**src/rtl/bp_fe_controller_mt_pkg.sv**
```systemverilog
// Shared types for the multithreaded frontend controller: command classes,
// per-thread FSM states and small decode helpers.
package bp_fe_controller_mt_pkg;

  typedef enum logic [2:0] {
    e_cmd_reset    = 3'd0,
    e_cmd_redirect = 3'd1,
    e_cmd_wait     = 3'd2,
    e_cmd_fence    = 3'd3,
    e_cmd_complex  = 3'd4,
    e_cmd_attaboy  = 3'd5
  } bp_fe_cmd_class_e;

  typedef enum logic [1:0] {
    e_reset  = 2'd0,
    e_wait   = 2'd1,
    e_run    = 2'd2,
    e_resume = 2'd3
  } bp_fe_thread_state_e;

  localparam int cmd_class_width_gp    = 3;
  localparam int thread_state_width_gp = 2;

  function automatic int safe_clog2(input int n);
    return (n > 1) ? $clog2(n) : 1;
  endfunction

  // A thread leaving e_resume always goes back to running, whatever the command.
  function automatic bp_fe_thread_state_e cmd_next_state(input bp_fe_cmd_class_e    cls,
                                                         input bp_fe_thread_state_e cur);
    bp_fe_thread_state_e nxt;
    case (cls)
      e_cmd_wait, e_cmd_fence: nxt = e_wait;
      e_cmd_redirect:          nxt = e_run;
      default:                 nxt = e_resume;
    endcase
    if (cur == e_resume) nxt = e_run;
    return nxt;
  endfunction

  function automatic logic is_force_class(input bp_fe_cmd_class_e cls);
    return (cls == e_cmd_redirect) || (cls == e_cmd_wait) || (cls == e_cmd_fence);
  endfunction

endpackage

```
**src/rtl/bp_fe_controller_mt_if.sv**
```systemverilog
// I$/ITLB fetch-pipe handshake between the frontend controller (master) and
// the instruction cache (slave), including TL/TV thread tracking and poison.
interface bp_fe_controller_mt_if #(parameter int tid_width_p = 1);

  logic                   icache_v;
  logic                   icache_force;
  logic [tid_width_p-1:0] icache_tid;
  logic                   icache_yumi;
  logic                   tv_we;
  logic [tid_width_p-1:0] tl_tid;
  logic [tid_width_p-1:0] tv_tid;
  logic                   if2_exception;
  logic                   poison_tl;
  logic                   poison_tv;
  logic                   fetch_ready_then;

  modport master (
    output icache_v, icache_force, icache_tid, tl_tid, tv_tid,
           poison_tl, poison_tv, fetch_ready_then,
    input  icache_yumi, tv_we, if2_exception
  );

  modport slave (
    input  icache_v, icache_force, icache_tid, tl_tid, tv_tid,
           poison_tl, poison_tv, fetch_ready_then,
    output icache_yumi, tv_we, if2_exception
  );

endinterface

```
**src/rtl/bp_fe_controller_mt_arb.sv**
```systemverilog
// Combinational round-robin arbiter: searches requesters starting one past
// the last granted thread.
module bp_fe_controller_mt_arb
  import bp_fe_controller_mt_pkg::*;
  #(parameter  int threads_p    = 2
  , localparam int tid_width_lp = safe_clog2(threads_p))
  (input  logic [threads_p-1:0]    req_i
  , input  logic [tid_width_lp-1:0] last_i
  , output logic                    grant_v_o
  , output logic [tid_width_lp-1:0] grant_tid_o
  );

  always_comb begin
    logic                    found;
    logic [tid_width_lp-1:0] idx;
    found       = 1'b0;
    idx         = '0;
    grant_tid_o = '0;
    for (int i = 1; i <= threads_p; i++) begin
      idx = tid_width_lp'((int'(last_i) + i) % threads_p);
      if (!found && req_i[idx]) begin
        found       = 1'b1;
        grant_tid_o = idx;
      end
    end
    grant_v_o = found;
  end

endmodule

```
**src/rtl/bp_fe_controller_mt.sv**
```systemverilog
// Multithreaded frontend controller: per-thread FE FSMs sharing one I$ fetch
// pipe, command-over-fetch arbitration and thread-selective TL/TV poisoning.
module bp_fe_controller_mt
  import bp_fe_controller_mt_pkg::*;
  #(parameter  int threads_p    = 2
  , localparam int tid_width_lp = safe_clog2(threads_p))
  (input  logic                                       clk_i
  , input  logic                                       reset_i
  , input  logic                                       pc_gen_init_done_i
  , input  logic [threads_p-1:0]                       cmd_v_i
  , input  logic [threads_p*cmd_class_width_gp-1:0]    cmd_class_i
  , output logic [threads_p-1:0]                       cmd_yumi_o
  , input  logic [threads_p-1:0]                       attaboy_yumi_i
  , input  logic [threads_p-1:0]                       fe_queue_ready_and_i
  , bp_fe_controller_mt_if.master                      icache_io
  , output logic                                       redirect_v_o
  , output logic [tid_width_lp-1:0]                    redirect_tid_o
  , output logic [threads_p*thread_state_width_gp-1:0] state_o
  );

  typedef logic [tid_width_lp-1:0] tid_t;

  logic [threads_p-1:0] cmd_live, cmd_cand, fetch_cand, force_cand, is_grant, is_tv;
  tid_t rr_q, rr_d, tl_tid_q, tl_tid_d, tv_tid_q, tv_tid_d;
  tid_t cmd_tid, fetch_tid, grant_tid;
  logic cmd_grant_v, fetch_grant_v, cmd_accept, force_v, fetch_ready_then, exc_v;

  for (genvar t = 0; t < threads_p; t++) begin : g_thread
    bp_fe_thread_state_e state_q, state_d;
    bp_fe_cmd_class_e    cls;
    logic                yumi;

    assign cls           = bp_fe_cmd_class_e'(cmd_class_i[cmd_class_width_gp*t +: cmd_class_width_gp]);
    assign cmd_live[t]   = cmd_v_i[t] & (cls != e_cmd_attaboy);
    assign cmd_cand[t]   = cmd_live[t] & (state_q != e_reset);
    assign fetch_cand[t] = (state_q == e_run) & fe_queue_ready_and_i[t] & ~cmd_live[t];
    assign force_cand[t] = is_force_class(cls) & (state_q != e_resume);
    assign is_grant[t]   = (grant_tid == tid_t'(t));
    assign is_tv[t]      = (tv_tid_q == tid_t'(t));

    always_ff @(posedge clk_i) begin
      if (reset_i) state_q <= e_reset;
      else         state_q <= state_d;
    end

    // The command accept is evaluated last so it overrides a fetch exception.
    always_comb begin
      state_d = state_q;
      yumi    = 1'b0;
      if (state_q == e_reset) begin
        if (cmd_v_i[t] && (cls != e_cmd_reset)) begin
          yumi = 1'b1;
        end else if (cmd_v_i[t] && pc_gen_init_done_i) begin
          yumi    = 1'b1;
          state_d = e_resume;
        end
      end else begin
        if (cmd_v_i[t] && (cls == e_cmd_attaboy)) yumi = attaboy_yumi_i[t];
        if (exc_v && is_tv[t]) state_d = e_wait;
        if (cmd_accept && is_grant[t]) begin
          yumi    = 1'b1;
          state_d = cmd_next_state(cls, state_q);
        end
      end
    end

    assign cmd_yumi_o[t] = yumi;
    assign state_o[thread_state_width_gp*t +: thread_state_width_gp] = state_q;
  end

  bp_fe_controller_mt_arb #(.threads_p(threads_p)) cmd_arb (
    .req_i       (cmd_cand),
    .last_i      (rr_q),
    .grant_v_o   (cmd_grant_v),
    .grant_tid_o (cmd_tid)
  );

  bp_fe_controller_mt_arb #(.threads_p(threads_p)) fetch_arb (
    .req_i       (fetch_cand),
    .last_i      (rr_q),
    .grant_v_o   (fetch_grant_v),
    .grant_tid_o (fetch_tid)
  );

  assign grant_tid        = cmd_grant_v ? cmd_tid : fetch_tid;
  assign cmd_accept       = icache_io.icache_yumi & cmd_grant_v;
  assign force_v          = cmd_grant_v & |(force_cand & is_grant);
  assign fetch_ready_then = |(fetch_cand & is_tv);
  assign exc_v            = fetch_ready_then & icache_io.if2_exception;

  assign icache_io.icache_v         = cmd_grant_v | fetch_grant_v;
  assign icache_io.icache_force     = force_v;
  assign icache_io.icache_tid       = grant_tid;
  assign icache_io.tl_tid           = tl_tid_q;
  assign icache_io.tv_tid           = tv_tid_q;
  assign icache_io.fetch_ready_then = fetch_ready_then;
  // Only stages holding the affected thread are killed; a forced request
  // replaces TL anyway, so the exception need not poison it.
  assign icache_io.poison_tv = exc_v | (cmd_accept & (tv_tid_q == grant_tid));
  assign icache_io.poison_tl = (exc_v & (tl_tid_q == tv_tid_q) & ~force_v)
                             | (cmd_accept & (tl_tid_q == grant_tid));

  assign redirect_v_o   = cmd_accept;
  assign redirect_tid_o = cmd_accept ? grant_tid : '0;

  always_comb begin
    rr_d     = rr_q;
    tl_tid_d = tl_tid_q;
    tv_tid_d = tv_tid_q;
    if (icache_io.icache_yumi) begin
      rr_d     = grant_tid;
      tl_tid_d = grant_tid;
    end
    if (icache_io.tv_we) tv_tid_d = tl_tid_q;
  end

  always_ff @(posedge clk_i) begin
    if (reset_i) begin
      rr_q     <= '0;
      tl_tid_q <= '0;
      tv_tid_q <= '0;
    end else begin
      rr_q     <= rr_d;
      tl_tid_q <= tl_tid_d;
      tv_tid_q <= tv_tid_d;
    end
  end

endmodule
```
**src/flat_wrapper.sv**
```systemverilog
// flat-port wrapper written by rule: the top's interface ports become plain ports
module bp_fe_controller_mt_flat import bp_fe_controller_mt_pkg::*;
#(parameter  int threads_p    = 2
  , localparam int tid_width_lp = safe_clog2(threads_p))
  (clk_i, reset_i, pc_gen_init_done_i, cmd_v_i, cmd_class_i, cmd_yumi_o, attaboy_yumi_i, fe_queue_ready_and_i, redirect_v_o, redirect_tid_o, state_o, icache_io_icache_v, icache_io_icache_force, icache_io_icache_tid, icache_io_tl_tid, icache_io_tv_tid, icache_io_poison_tl, icache_io_poison_tv, icache_io_fetch_ready_then, icache_io_icache_yumi, icache_io_tv_we, icache_io_if2_exception);
  bp_fe_controller_mt_if icache_io_i ();
  input  logic clk_i;
  input  logic reset_i;
  input  logic pc_gen_init_done_i;
  input  logic [threads_p-1:0] cmd_v_i;
  input  logic [threads_p*cmd_class_width_gp-1:0] cmd_class_i;
  output logic [threads_p-1:0] cmd_yumi_o;
  input  logic [threads_p-1:0] attaboy_yumi_i;
  input  logic [threads_p-1:0] fe_queue_ready_and_i;
  output logic redirect_v_o;
  output logic [tid_width_lp-1:0] redirect_tid_o;
  output logic [threads_p*thread_state_width_gp-1:0] state_o;
  output wire logic [$bits(icache_io_i.icache_v)-1:0] icache_io_icache_v;
  output wire logic [$bits(icache_io_i.icache_force)-1:0] icache_io_icache_force;
  output wire logic [$bits(icache_io_i.icache_tid)-1:0] icache_io_icache_tid;
  output wire logic [$bits(icache_io_i.tl_tid)-1:0] icache_io_tl_tid;
  output wire logic [$bits(icache_io_i.tv_tid)-1:0] icache_io_tv_tid;
  output wire logic [$bits(icache_io_i.poison_tl)-1:0] icache_io_poison_tl;
  output wire logic [$bits(icache_io_i.poison_tv)-1:0] icache_io_poison_tv;
  output wire logic [$bits(icache_io_i.fetch_ready_then)-1:0] icache_io_fetch_ready_then;
  input wire logic [$bits(icache_io_i.icache_yumi)-1:0] icache_io_icache_yumi;
  input wire logic [$bits(icache_io_i.tv_we)-1:0] icache_io_tv_we;
  input wire logic [$bits(icache_io_i.if2_exception)-1:0] icache_io_if2_exception;
  assign icache_io_icache_v = icache_io_i.icache_v;
  assign icache_io_icache_force = icache_io_i.icache_force;
  assign icache_io_icache_tid = icache_io_i.icache_tid;
  assign icache_io_tl_tid = icache_io_i.tl_tid;
  assign icache_io_tv_tid = icache_io_i.tv_tid;
  assign icache_io_poison_tl = icache_io_i.poison_tl;
  assign icache_io_poison_tv = icache_io_i.poison_tv;
  assign icache_io_fetch_ready_then = icache_io_i.fetch_ready_then;
  assign icache_io_i.icache_yumi = icache_io_icache_yumi;
  assign icache_io_i.tv_we = icache_io_tv_we;
  assign icache_io_i.if2_exception = icache_io_if2_exception;
  bp_fe_controller_mt #(.threads_p(threads_p)) u_core (.clk_i(clk_i), .reset_i(reset_i), .pc_gen_init_done_i(pc_gen_init_done_i), .cmd_v_i(cmd_v_i), .cmd_class_i(cmd_class_i), .cmd_yumi_o(cmd_yumi_o), .attaboy_yumi_i(attaboy_yumi_i), .fe_queue_ready_and_i(fe_queue_ready_and_i), .icache_io(icache_io_i), .redirect_v_o(redirect_v_o), .redirect_tid_o(redirect_tid_o), .state_o(state_o));
endmodule
```
**config.mk**
```make
export PLATFORM = sky130hd
export DESIGN_NAME = bp_fe_controller_mt_flat
export DESIGN_NICKNAME = d
export VERILOG_FILES = /design/src/rtl/bp_fe_controller_mt_pkg.sv /design/src/rtl/bp_fe_controller_mt_if.sv /design/src/rtl/bp_fe_controller_mt_arb.sv /design/src/rtl/bp_fe_controller_mt.sv /design/src/flat_wrapper.sv
export SDC_FILE = /design/constraint.sdc
export NUM_CORES = 1
export LEC_CHECK = 0
export CAP_MARGIN = 20
export CORE_AREA = 10 10 51 57
export CTS_CLUSTER_SIZE = 30
export DETAILED_ROUTE_END_ITERATION = 10
export DIE_AREA = 0 0 61 67
export PLACE_DENSITY = 0.86
export SETUP_SLACK_MARGIN = 0.5
export SKIP_CTS_REPAIR_TIMING = 1
export SLEW_MARGIN = 20
export SYNTH_ARGS = -nofsm -noshare
export SYNTH_HDL_FRONTEND = slang
export SYNTH_SLANG_ARGS = --single-unit
export TNS_END_PERCENT = 1
```
**constraint.sdc**
```tcl
create_clock -name clk_i -period 2.1 [get_ports clk_i]
set_input_delay 0.42 -clock clk_i [delete_from_list [all_inputs] [get_ports clk_i]]
set_output_delay 0.42 -clock clk_i [all_outputs]
set_load 0.005 [all_outputs]
```
==> flow_summary.toml <==
[status]
status = "finished, violations left"
violations = "setup timing"

[clocking]
clock-root-buffer = "clkbuf_4"
numCtsBuffers = 3
cts.sinks = 6
htreeDepth = 1
clkSlewWorstSetupHoldPaths_ps = 40
cts_tree = "done"
cts_buffer_depth = 2
clk_latency_ps = 270

[grt]
grt_max_degree = 10
grt-ovfl-total = 0
grt-busiest-layer = "met2"
met1_usage_pct = 14.0
grt_first_pass_wirelength_mm = 4.46
grt_pass1_vias = 1011
track_usage_pct = 13.7
grtUsageMet2_pct = 24.2
met3_usage_pct = 4.93
antenna_found_initial = 0

[synth]
synth-async-reset-ratio_pct = 0
synth_nets = 111
yosys-top-cells-count = "nand2_1 (14), nor2_1 (8), a21oi_1 (7), nand3b_1 (7), o21ai_0 (7)"
ys_dominant_reg_cell = "dfxtp_1"
synth.most_common_cell = "nand2_1"
ys_warn_count = 0
synth_top_area_share_pct = 18.1
ys_top_cells_by_area = "dfxtp_1 (18%), nand2_1 (7.9%), nand3b_1 (7.9%)"
ys_ff_latch = 6
synth_enable_flop_cells = 0
synth_cells = 93
ys_seq_area_share_pct = 18.1
synth_cell_types = 34
yosysTopAreaCell = "dfxtp_1"
syn_area_um2 = 663
postSynthAreaPerCell_um2 = 7.13

[routing]
wl_per_cell_um = 18.3
drt_iter0_drc = 31
routed_wirelength_mm = 3.48
dr.pass1.iters = 4
num_vias = 1106
routed_via_density = 5.82
drc = 0
final_antenna_net_count = 0

[layout]
syn2layout_area_growth_pct = 118
layout-drive-gt1-share_pct = 50.0
num_antenna_cells = 0
nets = 192

[timing]
finClkSkew_ps = 14.6
period_needed_ps = 2170
fmaxAchievable_ghz = 0.461
final_hold_viol_count = 0
setup_slack_ps = -69.6
fin_tns_setup_ps = -203
slew_headroom_pct = 79.5
tightest_slew_ps = 307
rsz0062_at_grt = "true"
fin_crit_sh_pct = 103
slew_viol_final = 0
setup_viol = 4

[floorplanning]
core_um2 = 1760
start_util_pct = 37.6
ios = 34
dieWidth_um = 61
rows = 16
die_y_um = 67
dieArea_um2 = 4090

[power]
p_leak_nw = 0.816
p_total_mw = 0.451
ir_drop_mv = 0.297
power_density_nw_per_um2 = 312

[setup_path]
critPathKind = "in2out"
cp.arrival_ps = 1750
cp.required_ps = 1680
critPathMaxFanout = 4
reg2reg_from = "u_core.g_thread[1].state_q[0]$_SDFFE_PP0P_"
critPathLaunch = "cmd_class_i[4]"
cp-end-kind = "output port"
worstSetupStartpointType = "input port"

[hold_path]
worstHoldStart = "icache_io_icache_yumi"
hp-class = "in2reg"

[placement]
dp_hpwl_mm = 2.28
gp_congestion = 0.829
port_buffers = 33

[job]
cap_violations = 0
-- placed cells by master, fill, tap and decap left out, drive strengths merged, types with 6 or more instances in the layout --
| cell type | n |
|---|---|
| nor2 | 9 |
| clkbuf | 10 |
| buf | 52 |
| o21ai | 8 |
| a21oi | 7 |
| dfxtp | 6 |
| nand2 | 14 |
| clkdlybuf4s50 | 7 |
| dlymetal6s2s | 13 |
| nand3b | 7 |
-- worst max-delay path: stages --
cell and delay, ps:
clkbuf_2 110, nand3b_1 190, buf_4 170, a21oi_2 130
buf_4 140, a21oi_2 50, a21o_1 210, mux2i_1 170
buf_2 150
-- cell type report --
| cell class | count | area (µm²) |
|---|---|---|
| multi-input cells | 81 | 582 |
| inverters | 3 | 11.3 |
| well taps | 18 | 22.5 |
| flip-flops and latches | 6 | 131 |
| repair buffers | 79 | 674 |
| clock buffers | 3 | 22.5 |
| fillers | 112 | 318 |
-- per-stage QoR --
step	cells	hold slack, ps	cell area, µm²	setup slack [ps]	utilization (%)
3_3_place_gp	173	556	1240	-684	70.7
2_1_floorplan	93	485	672	376	-
6_report	190	581	1440	-69.6	82.0
4_1_cts	176	588	1270	-737	71.9
3_5_place_dp	173	578	1240	-720	70.7
5_1_grt	190	596	1440	-197	82.0
-- state kept, by name, indices dropped and copies added, names as in the netlist --
signal                   cells
u_core.g_thread.state_q      4
u_core.icache_io.tv_tid      1
u_core.rr_q                  1
-- cells by family after synthesis --
logic type | synth area share [%]
mux | 6.23
flops | 18.1
compound gates | 33.6
simple gates | 37.4
buf+inv | 4.72
-- worst paths after layout --
path                            slack (ps)                                         end  cells after the start
worst min register to register         620  u_core.g_thread[1].state_q[0]$_SDFFE_PP0P_                      3
worst min-delay path                   580                    u_core.rr_q$_SDFFE_PP0P_                      3
worst max-delay path                   -70                      icache_io_icache_force                      9
worst max register to register         470                    u_core.rr_q$_SDFFE_PP0P_                      8
-- per-layer routing --
layer  share of wire [%]  wire length (µm)
met4                 6.4               224
met5                   0                 0
met3                 6.5               226
met1                  35              1220
met2                  52              1820
-- power breakdown --
part | total (mW) | leakage [nW] | switching [mW] | internal (mW)
Sequential | 0.124 | 0.0518 | 0.00572 | 0.118
Clock | 0.119 | 0.0138 | 0.0538 | 0.0655
Combinational | 0.208 | 0.751 | 0.0902 | 0.117
Total | 0.451 | 0.816 | 0.150 | 0.301
No activity file was read; power rests on OpenSTA's default activity.
